$ cat src/rtl/demux2_buf.sv
// Buffered 1-to-2 router: one valid/ready input stream is steered by in_sel
// into one of two independent DEPTH-entry FIFOs (A for sel=0, B for sel=1).
module demux2_buf #(
  parameter int WIDTH = 32,
  parameter int DEPTH = 2
) (
  input  logic                     clk,
  input  logic                     rst,
  input  logic                     in_valid,
  output logic                     in_ready,
  input  logic                     in_sel,
  input  logic [WIDTH-1:0]         in_data,
  output logic                     a_valid,
  input  logic                     a_ready,
  output logic [WIDTH-1:0]         a_data,
  output logic                     b_valid,
  input  logic                     b_ready,
  output logic [WIDTH-1:0]         b_data,
  output logic [$clog2(DEPTH):0]   a_count,
  output logic [$clog2(DEPTH):0]   b_count
);
  localparam int NUM_CH = 2;
  localparam int PW     = $clog2(DEPTH);
  localparam int CW     = PW + 1;

  logic [NUM_CH-1:0]            ch_push, ch_rdy, ch_vld, ch_full;
  logic [NUM_CH-1:0][WIDTH-1:0] ch_data;
  logic [NUM_CH-1:0][CW-1:0]    ch_cnt;

  // Full is judged before any same-cycle pop, so a full channel never passes through.
  assign in_ready = !rst && !ch_full[in_sel];

  assign ch_rdy  = {b_ready, a_ready};
  assign a_valid = ch_vld[0];
  assign b_valid = ch_vld[1];
  assign a_data  = ch_data[0];
  assign b_data  = ch_data[1];
  assign a_count = ch_cnt[0];
  assign b_count = ch_cnt[1];

  for (genvar g = 0; g < NUM_CH; g++) begin : g_ch
    logic [DEPTH-1:0][WIDTH-1:0] mem;
    logic [PW-1:0]               wr_ptr, rd_ptr;
    logic [CW-1:0]               cnt;
    logic                        pop;

    assign ch_push[g] = in_valid && in_ready && (in_sel == 1'(g));
    assign pop        = (cnt != '0) && ch_rdy[g];
    assign ch_full[g] = (cnt == CW'(DEPTH));
    assign ch_vld[g]  = (cnt != '0);
    assign ch_data[g] = mem[rd_ptr];
    assign ch_cnt[g]  = cnt;

    always_ff @(posedge clk) begin
      if (rst) begin
        mem    <= '0;
        wr_ptr <= '0;
        rd_ptr <= '0;
        cnt    <= '0;
      end else begin
        if (ch_push[g]) begin
          mem[wr_ptr] <= in_data;
          wr_ptr      <= wr_ptr + PW'(1);
        end
        if (pop) rd_ptr <= rd_ptr + PW'(1);
        case ({ch_push[g], pop})
          2'b10:   cnt <= cnt + CW'(1);
          2'b01:   cnt <= cnt - CW'(1);
          default: cnt <= cnt;
        endcase
      end
    end
  end

endmodule
$ cat config.mk
export PLATFORM = sky130hd
export DESIGN_NAME = demux2_buf
export DESIGN_NICKNAME = d
export VERILOG_FILES = /design/src/rtl/demux2_buf.sv
export SDC_FILE = /design/constraint.sdc
export NUM_CORES = 1
export LEC_CHECK = 0
export BUFFER_PORTS_ARGS = -buffer_cell sky130_fd_sc_hd__buf_2
export CAP_MARGIN = 20
export CORE_MARGIN = 4
export CORE_UTILIZATION = 45
export CTS_CLUSTER_DIAMETER = 60
export DETAILED_ROUTE_END_ITERATION = 12
export PLACE_DENSITY_LB_ADDON = 0.15
export SYNTH_ARGS = -nofsm -noshare
export SYNTH_HDL_FRONTEND = slang
export SYNTH_SLANG_ARGS = --single-unit
$ cat constraint.sdc
create_clock -name clk -period 2.4 [get_ports clk]
set_input_delay 0.24 -clock clk [delete_from_list [all_inputs] [get_ports clk]]
set_output_delay 0.24 -clock clk [all_outputs]
set_load 0.02 [all_outputs]
==> qor.csv <==
metric,value,unit
drt_iter0_markers,449,
crit_buf_inv,1,
wire_per_inst,18.2,um
worstPathCellList,nor2b_4 -> a211oi_1 -> buf_2,
ios,109,
worstSetupStartpoint,b_count[1]$_SDFFE_PP0P_,
vias,5098,
worst_pin_slew,0.615,ns
maxSlewHeadroom,59.0,%
ys_async_sr_fraction,0,%
cts_buffers,17,
synth_largest_area_cell,dfxtp_1,
synth_fa_ha_area_share,0.419,%
grt_antenna_before_repair,0,
cts.reportedPaths.clkPinSlew,0.06,ns
postCtsResizedCells,0,
routabilityCongestion,0.796,
ys_ff_latch,136,
r2r_cells,4,
hold_violations,0,
post_dp_cell_area,0.00665,mm2
synth_top_area_share,45.6,%
tns,0,ns
crit_family,simple AND/OR/NAND/NOR gates,
synth_mux_area_share,17.4,%
dr.pass1.iters,5,
use_met1,31.0,%
r2r_end,g_ch[0].mem[63]$_SDFFE_PP0P_,
syn_inst,631,
fp-row-count,41,
wirelength,16300,um
grt_pass1_wl,25800,um
worst-path-max-fanout,25,
fillCellCount,1169,
grt_pass1_vias,4980,
synth_top_family_by_area,compound AO/OA/AOI/OAI gates,
drv_cap,0,
ys_top_cells_by_area,"dfxtp_1 (46%), mux2_2 (12%), mux2i_1 (5.4%)",
post_cts_buffers,0,
track_usage,21.8,%
cp_slowest_cell,nor2b_4,
synth-seq-area-share,45.6,%
crit_required,2.16,ns
power_density,810,mW/mm2
avgSynthCellArea,9.46,um2
ys_types,35,
fin_crit,2.01,ns
cts_tree,yes,
htree_num_levels,4,
synth-compound-area-share,18.4,%
clk_path_buf_depth,2,
drv_slew,0,
crit_end,in_ready,
num_antenna_cells,0,
clock_sinks,136,
hold_path.class,input port to register,
hold_slack,0.0908,ns
drive_above_1_share,35.2,%
synthSimpleGateAreaFrac,10.3,%
clock_latency,0.42,ns
die_y,123,um
gr-usage-met3,4.94,%
r2r-start,a_count[0]$_SDFFE_PP0P_,
synth-warning-count,0,
hpwl,10500,um
crit_path_start_kind,register,
grt_start_max_net_pins,44,
fin_crit_sh,83.7,%
ir_drop,0.500,mV
r2r_slack,0.56,ns
synth-edff-count,0,
status,finished clean,
synth-xor-area-share,0.881,%
via_per_inst,5.71,
final_area,0.00718,mm2
layout.nets,751,
initial_core_util,46.5,%
crit_type,register to output port,
ant_nets,0,
synthToLayoutAreaGrowth,20.3,%
p_leak,3.23,nW
portBuffers,108,
drc,0,
finalSetupViolCount,0,
critical_path_depth,3,
finalPower,5.82,mW
cpPeakStageDelay,0.56,ns
met2_usage,32.4,%
grt_busiest_layer,met2,
endpoint_kind,output port,
arrival,1.77,ns
clockRootBuffer,clkbuf_16,
syn_nets,671,
rsz0062_at_grt,false,
finClkSkew,0.00812,ns
max_freq,498,MHz
core-area,0.0128,mm2
dieArea,0.0152,mm2
netlist_area,0.00597,mm2
ys.flop_type,dfxtp_1,
cts_hold_buf,0,
die_x,123,um
overflow,0,
==> worst min path at each step <==
stage	slack [ns]	depth (start not counted)	start	to
floorplan	0.39	2	in_data[0]	g_ch[1].mem[32]$_SDFFE_PP0P_
global placement	0.44	2	g_ch[0].mem[14]$_SDFFE_PP0P_	g_ch[0].mem[14]$_SDFFE_PP0P_
detailed placement	0.45	2	g_ch[0].mem[9]$_SDFFE_PP0P_	g_ch[0].mem[9]$_SDFFE_PP0P_
CTS	0.07	3	in_data[1]	g_ch[1].mem[33]$_SDFFE_PP0P_
global route	0.08	3	in_data[10]	g_ch[1].mem[42]$_SDFFE_PP0P_
finish	0.09	3	in_data[18]	g_ch[1].mem[50]$_SDFFE_PP0P_
==> cells by family (layout without fill, tap and decap cells) <==
| family | Yosys count | in the layout |
|---|---|---|
| AOI/OAI and AO/OA | 169 | 169 |
| adders and majority gates | 2 | 2 |
| muxes | 96 | 96 |
| DFF | 136 | 136 |
| and+or+nand+nor | 124 | 124 |
| xor gates and xnor gates | 6 | 6 |
| buffers and inverters | 98 | 188 |
==> flip-flops by register name (all words and copies together), names as in the netlist <==
register	count
g_ch.mem	128
g_ch.wr_ptr	2
a_count	2
b_count	2
g_ch.rd_ptr	2
==> placed cells by master, fill, tap and decap left out, drive strengths merged, types with 3 or more instances in the layout <==
cell    netlist  layout
a21oi        34      34
nor3         32      32
dfxtp       136     136
a31o         32      32
clkbuf       40      25
o311ai       33      33
nor2          7       7
inv          33      34
mux2i        32      32
clkinv        1       3
xnor2         4       4
mux2         64      64
nand2        35      35
nor2b         4       4
nand3        34      34
buf          24     125
nand2b        3       3
o21ai        66      66
==> routing by layer <==
layer | wire length, um | vias up
li1 | - | 2439
met1 | 7760 | 2480
met2 | 7340 | 160
met3 | 977 | 19
met4 | 215 | 0
met5 | 0 | -
==> synth_stat cells (18+ instances only) <==
master and number:
dfxtp_1 136, mux2_2 64, clkbuf_1 40, o21ai_0 36
nand2_1 35, a21oi_1 34, nand3_1 34, inv_1 33
o311ai_0 33, mux2i_1 32, nor3_1 32, a31o_2 30
o21ai_1 30, buf_2 18
==> power breakdown <==
part           switching, mW  internal, mW  total [mW]
clock                  0.901          1.48        2.38
sequential             0.104          2.37        2.48
combinational          0.569         0.388       0.957
==> worst register-to-register path, stage by stage (launching register included) <==
cell	delay, ns
dfxtp_1	0.46
nor2b_2	0.08
buf_4	0.25
or4_4	0.74
o21ai_0	0.23
==> metrics by stage <==
| step | cells | worst slack (ns) | utilization, % |
|---|---|---|---|
| after floorplan | 631 | 0.478 | - |
| after global placement | 864 | 0.641 | 51.8 |
| after detailed placement | 864 | 0.572 | 51.8 |
| after CTS | 893 | 0.363 | 56.0 |
| after global routing | 893 | 0.235 | 56.0 |
| final | 893 | 0.392 | 56.0 |
==> layout make-up <==
cell class                 count  area (um2)  area share, %
tap                          172         215           3.00
clock inverter                 4        45.0          0.627
sequential                   136        2730           38.0
timing repair buffer         125         731           10.2
multi-input combinational    397        2850           39.7
inverter                      34         128           1.78
clock buffer                  25         485           6.76
No activity file was read; power rests on OpenSTA's default activity.
